## config.mk

```make
export PLATFORM = sky130hd
export DESIGN_NAME = csa_sub_serial
export DESIGN_NICKNAME = d
export VERILOG_FILES = /design/src/rtl/csa_pkg.sv /design/src/rtl/csa_sub_bit.sv /design/src/rtl/csa_sub_serial.sv
export SDC_FILE = /design/constraint.sdc
export NUM_CORES = 1
export LEC_CHECK = 0
export CAP_MARGIN = 10
export CELL_PAD_IN_SITES_DETAIL_PLACEMENT = 2
export CELL_PAD_IN_SITES_GLOBAL_PLACEMENT = 2
export CORE_AREA = 2 2 73 102
export DETAILED_ROUTE_END_ITERATION = 16
export DIE_AREA = 0 0 75 104
export GPL_ROUTABILITY_DRIVEN = 0
export HOLD_SLACK_MARGIN = 0.05
export PLACE_DENSITY_LB_ADDON = 0.05
export SLEW_MARGIN = 10
export SYNTH_ARGS = -nofsm -noshare
export SYNTH_HDL_FRONTEND = slang
export SYNTH_SLANG_ARGS = --single-unit
```

## constraint.sdc

```tcl
create_clock -name clk -period 2.7 [get_ports clk]
set_input_delay 0.54 -clock clk [delete_from_list [all_inputs] [get_ports clk]]
set_output_delay 0.54 -clock clk [all_outputs]
set_load 0.01 [all_outputs]
```

## src/rtl/csa_pkg.sv

```systemverilog
// Shared constants and types for the bit-serial three-operand subtractor.
package csa_pkg;

    // Default operand width; the minuend carries one extra bit.
    localparam int CSA_OP_W  = 8;
    localparam int CSA_SUM_W = CSA_OP_W + 1;
    // Counter wide enough to index bits 0..OP_W.
    localparam int CSA_CNT_W = $clog2(CSA_OP_W + 1);

    // Control states of the serial engine.
    typedef enum logic [1:0] {
        IDLE = 2'd0,
        RUN  = 2'd1,
        DONE = 2'd2
    } state_t;

    // Borrow subtracting two operand bits plus the borrow in never exceeds 2.
    typedef logic [1:0] borrow_t;

endpackage

```

## src/rtl/csa_sub_bit.sv

```systemverilog
// One-bit three-input subtractor: t = s - b - c - borrow, with t in -4..1.
// r = t mod 2 and borrow_next = (r - t) / 2, so borrow_next stays in 0..2.
module csa_sub_bit
    import csa_pkg::*;
(
    input  logic    s,
    input  logic    b,
    input  logic    c,
    input  borrow_t borrow,
    output logic    r,
    output borrow_t borrow_next
);

    logic [2:0] sub_amt;
    logic [2:0] diff;
    logic [2:0] bn_x2;

    // Total amount taken away at this bit, then the result bit and the
    // whole-multiple-of-two borrow owed to the next bit.
    always_comb begin
        sub_amt     = {2'b00, b} + {2'b00, c} + {1'b0, borrow};
        diff        = {2'b00, s} - sub_amt;
        r           = diff[0];
        bn_x2       = sub_amt + {2'b00, diff[0]} - {2'b00, s};
        borrow_next = bn_x2[2:1];
    end

endmodule

```

## src/rtl/csa_sub_serial.sv

```systemverilog
// Bit-serial recovery of a = sum - b - c_in, one result bit per cycle, LSB first.
//
// Handshake: a transfer happens on a rising edge where valid and ready are both
// high. in_ready is high only in IDLE; out_valid is high only in DONE, and a /
// range_err hold steady until the consumer takes the result. in_valid is ignored
// outside IDLE and inputs are sampled only on the accept edge.
module csa_sub_serial
    import csa_pkg::*;
#(
    parameter int OP_W = CSA_OP_W
) (
    input  logic            clk,
    input  logic            rst_n,
    input  logic            in_valid,
    output logic            in_ready,
    input  logic [OP_W:0]   sum,
    input  logic [OP_W-1:0] b,
    input  logic [OP_W-1:0] c_in,
    output logic            out_valid,
    input  logic            out_ready,
    output logic [OP_W-1:0] a,
    output logic            range_err
);

    localparam int SUM_W = OP_W + 1;
    localparam int CNT_W = $clog2(OP_W + 1);

    state_t            state_q,  state_d;
    logic [SUM_W-1:0]  sum_q,    sum_d;
    logic [OP_W-1:0]   b_q,      b_d;
    logic [OP_W-1:0]   c_q,      c_d;
    logic [SUM_W-1:0]  res_q,    res_d;
    logic [CNT_W-1:0]  cnt_q,    cnt_d;
    borrow_t           borrow_q, borrow_d;

    logic    r_bit;
    borrow_t borrow_nxt;

    // The single bit slice reused every RUN cycle. Once b and c have shifted
    // out, zeros fill in, so the top (sum-only) bit sees b = c = 0.
    csa_sub_bit u_bit (
        .s           (sum_q[0]),
        .b           (b_q[0]),
        .c           (c_q[0]),
        .borrow      (borrow_q),
        .r           (r_bit),
        .borrow_next (borrow_nxt)
    );

    // State and datapath registers; reset aborts any operation in flight.
    always_ff @(posedge clk or negedge rst_n) begin
        if (!rst_n) begin
            state_q  <= IDLE;
            sum_q    <= '0;
            b_q      <= '0;
            c_q      <= '0;
            res_q    <= '0;
            cnt_q    <= '0;
            borrow_q <= '0;
        end else begin
            state_q  <= state_d;
            sum_q    <= sum_d;
            b_q      <= b_d;
            c_q      <= c_d;
            res_q    <= res_d;
            cnt_q    <= cnt_d;
            borrow_q <= borrow_d;
        end
    end

    // Next-state, datapath update and handshake outputs.
    always_comb begin
        state_d   = state_q;
        sum_d     = sum_q;
        b_d       = b_q;
        c_d       = c_q;
        res_d     = res_q;
        cnt_d     = cnt_q;
        borrow_d  = borrow_q;
        in_ready  = 1'b0;
        out_valid = 1'b0;

        unique case (state_q)
            IDLE: begin
                in_ready = 1'b1;
                if (in_valid) begin
                    sum_d    = sum;
                    b_d      = b;
                    c_d      = c_in;
                    borrow_d = '0;
                    cnt_d    = '0;
                    state_d  = RUN;
                end
            end
            RUN: begin
                sum_d    = sum_q >> 1;
                b_d      = b_q >> 1;
                c_d      = c_q >> 1;
                res_d    = {r_bit, res_q[SUM_W-1:1]};
                borrow_d = borrow_nxt;
                cnt_d    = cnt_q + CNT_W'(1);
                if (cnt_q == CNT_W'(OP_W)) begin
                    state_d = DONE;
                end
            end
            DONE: begin
                out_valid = 1'b1;
                if (out_ready) begin
                    state_d = IDLE;
                end
            end
            default: begin
                state_d = IDLE;
            end
        endcase
    end

    // A set top result bit means the difference exceeded the operand range;
    // a leftover borrow means it went negative.
    assign a         = res_q[OP_W-1:0];
    assign range_err = res_q[OP_W] | (borrow_q != 2'b00);

endmodule

```

## Yosys cells after proc, flatten, opt, wreduce, memory -nomap -nowiden

Index checks and enable logic that the tools add are counted.
W data, S select, Z words.

- Output and inout bits: 11
- Bits in latches: 0
- Flip-flop bits (word level): 42
- Memory bits (read-only): 0
- RAM bits: 0
- Bits of input ports: 29
- Word-level logic and storage cells: 41
- Memories: 0

- Shift operators: 0
- Bitwise operators: 1
- Div/mod/pow operators: 0
- Add/subtract/negate cells: 6
- Order comparisons: 0
- Reduce and logical (&&, ||, !) cells: 5
- Eq/ne operators: 6
- Multiply operators: 0
- Mux-type cells: 16

Operator list:

| operator | count |
|---|---|
| $pmux W8 S2 | 2 |
| $pmux W9 S2 | 1 |
| $mux W8 | 2 |
| $mux W9 | 1 |
| $mux W2 | 4 |
| $pmux W4 S2 | 1 |
| $ne A2 B2 Y1 const B | 3 |
| $pmux W2 S3 | 1 |
| $add A4 B1 Y4 const B | 1 |
| $eq A4 B4 Y1 const B | 1 |
| $mux W4 | 1 |
| $pmux W2 S2 | 1 |
| $reduce_bool A2 Y1 | 2 |
| $add A2 B2 Y3 | 1 |
| $add A3 B1 Y3 | 1 |
| $reduce_and A3 Y1 | 1 |
| $sub A3 B1 Y3 | 1 |
| $add A1 B1 Y2 | 1 |
| $eq A2 B1 Y1 const B | 1 |
| $eq A2 B2 Y1 const B | 1 |
| $logic_not A2 Y1 | 1 |
| $mux W1 | 2 |
| $reduce_and A2 Y1 | 1 |
| $or A1 B1 Y1 | 1 |
| $sub A1 B1 Y1 | 1 |

## Logic depth before layout (Yosys ltp)

- Depth in word-level cells: 6
- Depth in mapped cells: 6

## Cells and area by module

A second synthesis with hierarchy kept.

- Cell total of the unflattened synthesis: 225
- Area total of the unflattened synthesis: 2119.5 um^2

By module, submodules not included:

| module | area an instance (um^2) | times used | cells each |
|---|---|---|---|
| csa_sub_serial | 2023.2 | 1 | 214 |
| csa_sub_bit | 96.3 | 1 | 11 |

## Worst setup path after synthesis

Ideal clock, no wire load.

- Path type: register to register
- Start point: reg borrow_q[0]
- End point: reg borrow_q[1]
- Stages on the path, launching flop included: 7
- Data arrival time: 1.839 ns
- Clock period less this slack: 1.977 ns
- Library setup time: 0.138 ns
- Slack: 0.723 ns
- Path buffers: 0
- Cell sequence: dfrtp_1 -> fa_1 -> inv_1 -> ha_1 -> fa_1 -> xor2_1 -> o22ai_1

- Word-level cells in the longest chain between the ends: 5

Ends and longest elaborated chain:

| element | RTL line | text |
|---|---|---|
| from (decl) | csa_sub_serial.sv:34 | `borrow_t borrow_q, borrow_d;` |
| from (signal assigned) | csa_sub_serial.sv:67 | `borrow_q <= borrow_d;` |
| $add A2 B2 Y3 * | csa_sub_bit.sv:21 | `sub_amt = {2'b00, b} + {2'b00, c} + {1'b0, borrow};` |
| $sub A1 B1 Y1 | csa_sub_bit.sv:22 | `diff = {2'b00, s} - sub_amt;` |
| $add A3 B1 Y3 * | csa_sub_bit.sv:24 | `bn_x2 = sub_amt + {2'b00, diff[0]} - {2'b00, s};` |
| $sub A3 B1 Y3 * | csa_sub_bit.sv:24 |  |
| $pmux W2 S2 * | csa_sub_serial.sv:83 | `unique case (state_q)` |

Mark *: on every way between the ends. The rest lies on a longest branch, timed or not.
A chain may end at the register's enable or synchronous reset.

## Worst setup path after layout

- Start point: reg state_q[1]
- End point: out out_valid

- Word-level cells in the longest chain between the ends: 2

Ends and longest elaborated chain:

| element | RTL line | text |
|---|---|---|
| from (decl) | csa_sub_serial.sv:28 | `state_t state_q, state_d;` |
| from (signal assigned) | csa_sub_serial.sv:61 | `state_q <= state_d;` |
| $eq A2 B2 Y1 | csa_sub_serial.sv:83 |  |
| $mux W1 | csa_sub_serial.sv:83 |  |
| to (decl) | csa_sub_serial.sv:19 | `output logic out_valid,` |

Every way passes these cells.

==> metrics.csv <==
stage,metric,value,unit
outcome,status,finished clean,
timing,final setup fails,0,
yosys,"flops & latches, synth",42,
critical_path,worst-path maximum fanout,10,
cells_and_area,fill count,777,
timing,Worst-Margin Slew,0.6633,ns
worst_hold_path,HP Class,input port to asynchronous set/reset pin,
route,drt first pass iters,4,
die,Core Region,0.006892,mm^2
clock_network,Clock Latency Late Sink,0.30,ns
power,PD cells,1008,mW/mm^2
timing,RSZ-0062 raised after global routing,false,
die,# IOs,40,
critical_path,Worst Setup Start Kind,flip-flop,
timing,Hold WS,0.2728,ns
yosys,Netlist cell types,26,
yosys,number of flops mapped to enable cells by yosys,0,
yosys,most instantiated cells after synthesis,"dfrtp_1, nand2_1, a22oi_1, nor2b_1, o21ai_1",
power,Leak,1.144,nW
die,Die Ht,104,um
clock_network,clk sinks,42,
clock_network,Bufs on Longest Clock Path,2,
timing,Slew Limit Headroom,55.78,%
global_routing,largest net degree at the start of global routing,28,
cells_and_area,final core utilization,38.09,%
critical_path,endpoint of the worst-slack reg-to-reg timing path,borrow_q[1],
clock_network,Post-CTS Setup Bufs,0,
timing,fin. max-slew vios,0,
route,DR DRC count,0,
yosys,"Avg Cell Area, Syn",9.384,um^2
route,Routed wire per std cell,15.28,um
die,Row Count,36,
die,starting density of the core,30.23,%
clock_network,root buffer cell,clkbuf_8,
critical_path,number of cells on the worst reg-to-reg path,6,
global_routing,GRT overflow,0,
critical_path,Crit path required time,2.16,ns
timing,Tcrit/Tclk final,79.63,%
clock_network,CTS buffer count,5,
global_routing,All-Layer GR Usage,15.86,%
yosys,Area contributors post-synth,"dfrtp_1, a22oi_1, nand2_1",
clock_network,clock tree from TritonCTS,built,
critical_path,slack of the worst reg-to-reg path,0.62,ns
critical_path,critical path type,flip-flop to output port,
critical_path,R2R Path Start,borrow_q[0],
critical_path,CP Capture Type,output port,
yosys,top_reg_cell synth,dfrtp_1,
die,area of the die,0.007800,mm^2
yosys,post-synth top area share,50.45,%
route,via count,1752,
clock_network,clock-pin slew on the worst setup and hold paths,0.08,ns
yosys,mapped cell area,0.002083,mm^2
cells_and_area,fin cells,354,
cells_and_area,share of layout cells above drive strength 1,8.108,%
clock_network,H-tree levels,2,
route,DR iter-0 viols,70,
job,max cap viols,0,
route,Total Wirelength,5.410,mm
global_routing,global-route wire length before repair,9.625,mm
route,routed vias/inst,4.949,
route,Antenna Nets Post-Route,0,
clock_network,hold buffer count at CTS,0,
yosys,Async SR Flop Fraction,100.0,%
yosys,Cells after Synth,222,
timing,achievable clock frequency,465.1,MHz
global_routing,antenna violations before repair,0,
yosys,warnings from Yosys,0,
timing,Sum Neg Setup Slack,0,ns
yosys,register area share after synthesis,50.45,%
yosys,Syn Nets,257,
timing,Setup Skew,0.004957,ns
cells_and_area,Antenna Cells,0,
critical_path,Worst Path Arrival,1.61,ns
placement,Placed Cells incl. Taps,347,
critical_path,CP max stage cell,clkdlybuf4s50_1,
timing,minimum clock period,2.150,ns
yosys,Synth area leader,dfrtp_1,
cells_and_area,"Net count, final",294,
critical_path,Worst path top cell family by delay,buffers and inverters,
critical_path,crit-path max cell delay,0.56,ns
critical_path,CP cell instances,nor2b_1 > clkdlybuf4s50_1,
die,Die X,75,um
global_routing,number of global-route vias before repair,1970,
clock_network,post-CTS sizing,0,
cells_and_area,layout overhead on the synthesized area,26.01,%
timing,Final Hold Vio Count,0,
power,VDD IR max,0.2500,mV
critical_path,worst path bufs/invs,1,
placement,Port Buf Inserts,39,
placement,DP Wirelength,3.969,mm
-- area by class of cell --
type | count | area, um^2 | share of cell area [%]
Clock buffer | 7 | 76.32 | 2.908
Inverter | 9 | 33.78 | 1.287
Multi-Input combinational cell | 148 | 854.6 | 32.55
Sequential cell | 42 | 1051 | 40.04
Tap cell | 95 | 118.9 | 4.528
Timing Repair Buffer | 53 | 490.5 | 18.68
-- cell families after synthesis --
logic type / Yosys count / synth area share [%]
AOI/OAI and AO/OA: 74 / 21.44
and+or+nand+nor: 67 / 14.84
DFF: 42 / 50.45
buffers and inverters: 32 / 8.528
adders and majority gates: 6 / 4.324
xor gates and xnor gates: 1 / 0.4205
-- layer usage --
layer	track usage, %	vias to the layer above	wire (um)
li1	-	818	-
met1	21.33	897	2424
met2	25.63	30	2776
met3	2.229	7	121
met4	5.357	0	89
met5	0	-	0
-- power breakdown --
| part | total, mW | leakage, nW | switching [mW] | internal, mW |
|---|---|---|---|---|
| combinational | 1.16 | 0.564 | 0.602 | 0.561 |
| clock | 0.390 | 0.0383 | 0.211 | 0.178 |
| sequential | 1.09 | 0.542 | 0.210 | 0.884 |
-- per-stage QoR --
stage | setup WS [ns] | total power [mW] | cell area, um^2
2_1_floorplan | 0.7228 | 1.892 | 2083
3_3_place_gp | 0.6551 | 2.277 | 2549
3_5_place_dp | 0.6213 | 2.315 | 2549
4_1_cts | 0.5133 | 2.710 | 2625
5_1_grt | 0.4300 | 2.936 | 2625
6_report | 0.5500 | 2.646 | 2625
-- cell usage in the layout (no fill, tap or decap), types with 2 or more instances in the layout --
cell type / Yosys / final
nor2b_1: 19 / 19
nor2_1: 2 / 2
o21ai_1: 19 / 19
o21ai_0: 10 / 10
a21oi_1: 17 / 17
ha_1: 4 / 4
clkbuf_1: 4 / 2
dfrtp_1: 42 / 42
nand2_1: 42 / 42
clkbuf_8: 0 / 5
clkdlybuf4s50_1: 0 / 38
a22oi_1: 22 / 22
buf_4: 11 / 14
fa_1: 2 / 2
inv_1: 9 / 9
-- sequential cells by signal, indices dropped and copies added, names as in the netlist --
name,count
b_q,8
sum_q,9
borrow_q,2
res_q,9
cnt_q,4
c_q,8
state_q,2
-- worst max-delay path by stage --
stage / startpoint / to / slack [ns] / cells after the start
floorplan: borrow_q[0] / borrow_q[1] / 0.72 / 6
global placement: borrow_q[0] / borrow_q[1] / 0.66 / 6
detailed placement: borrow_q[0] / borrow_q[1] / 0.62 / 6
CTS: state_q[1] / out_valid / 0.51 / 2
global route: state_q[1] / out_valid / 0.43 / 2
finish: state_q[1] / out_valid / 0.55 / 2
Note: power is estimated with default switching activity, not from simulation.
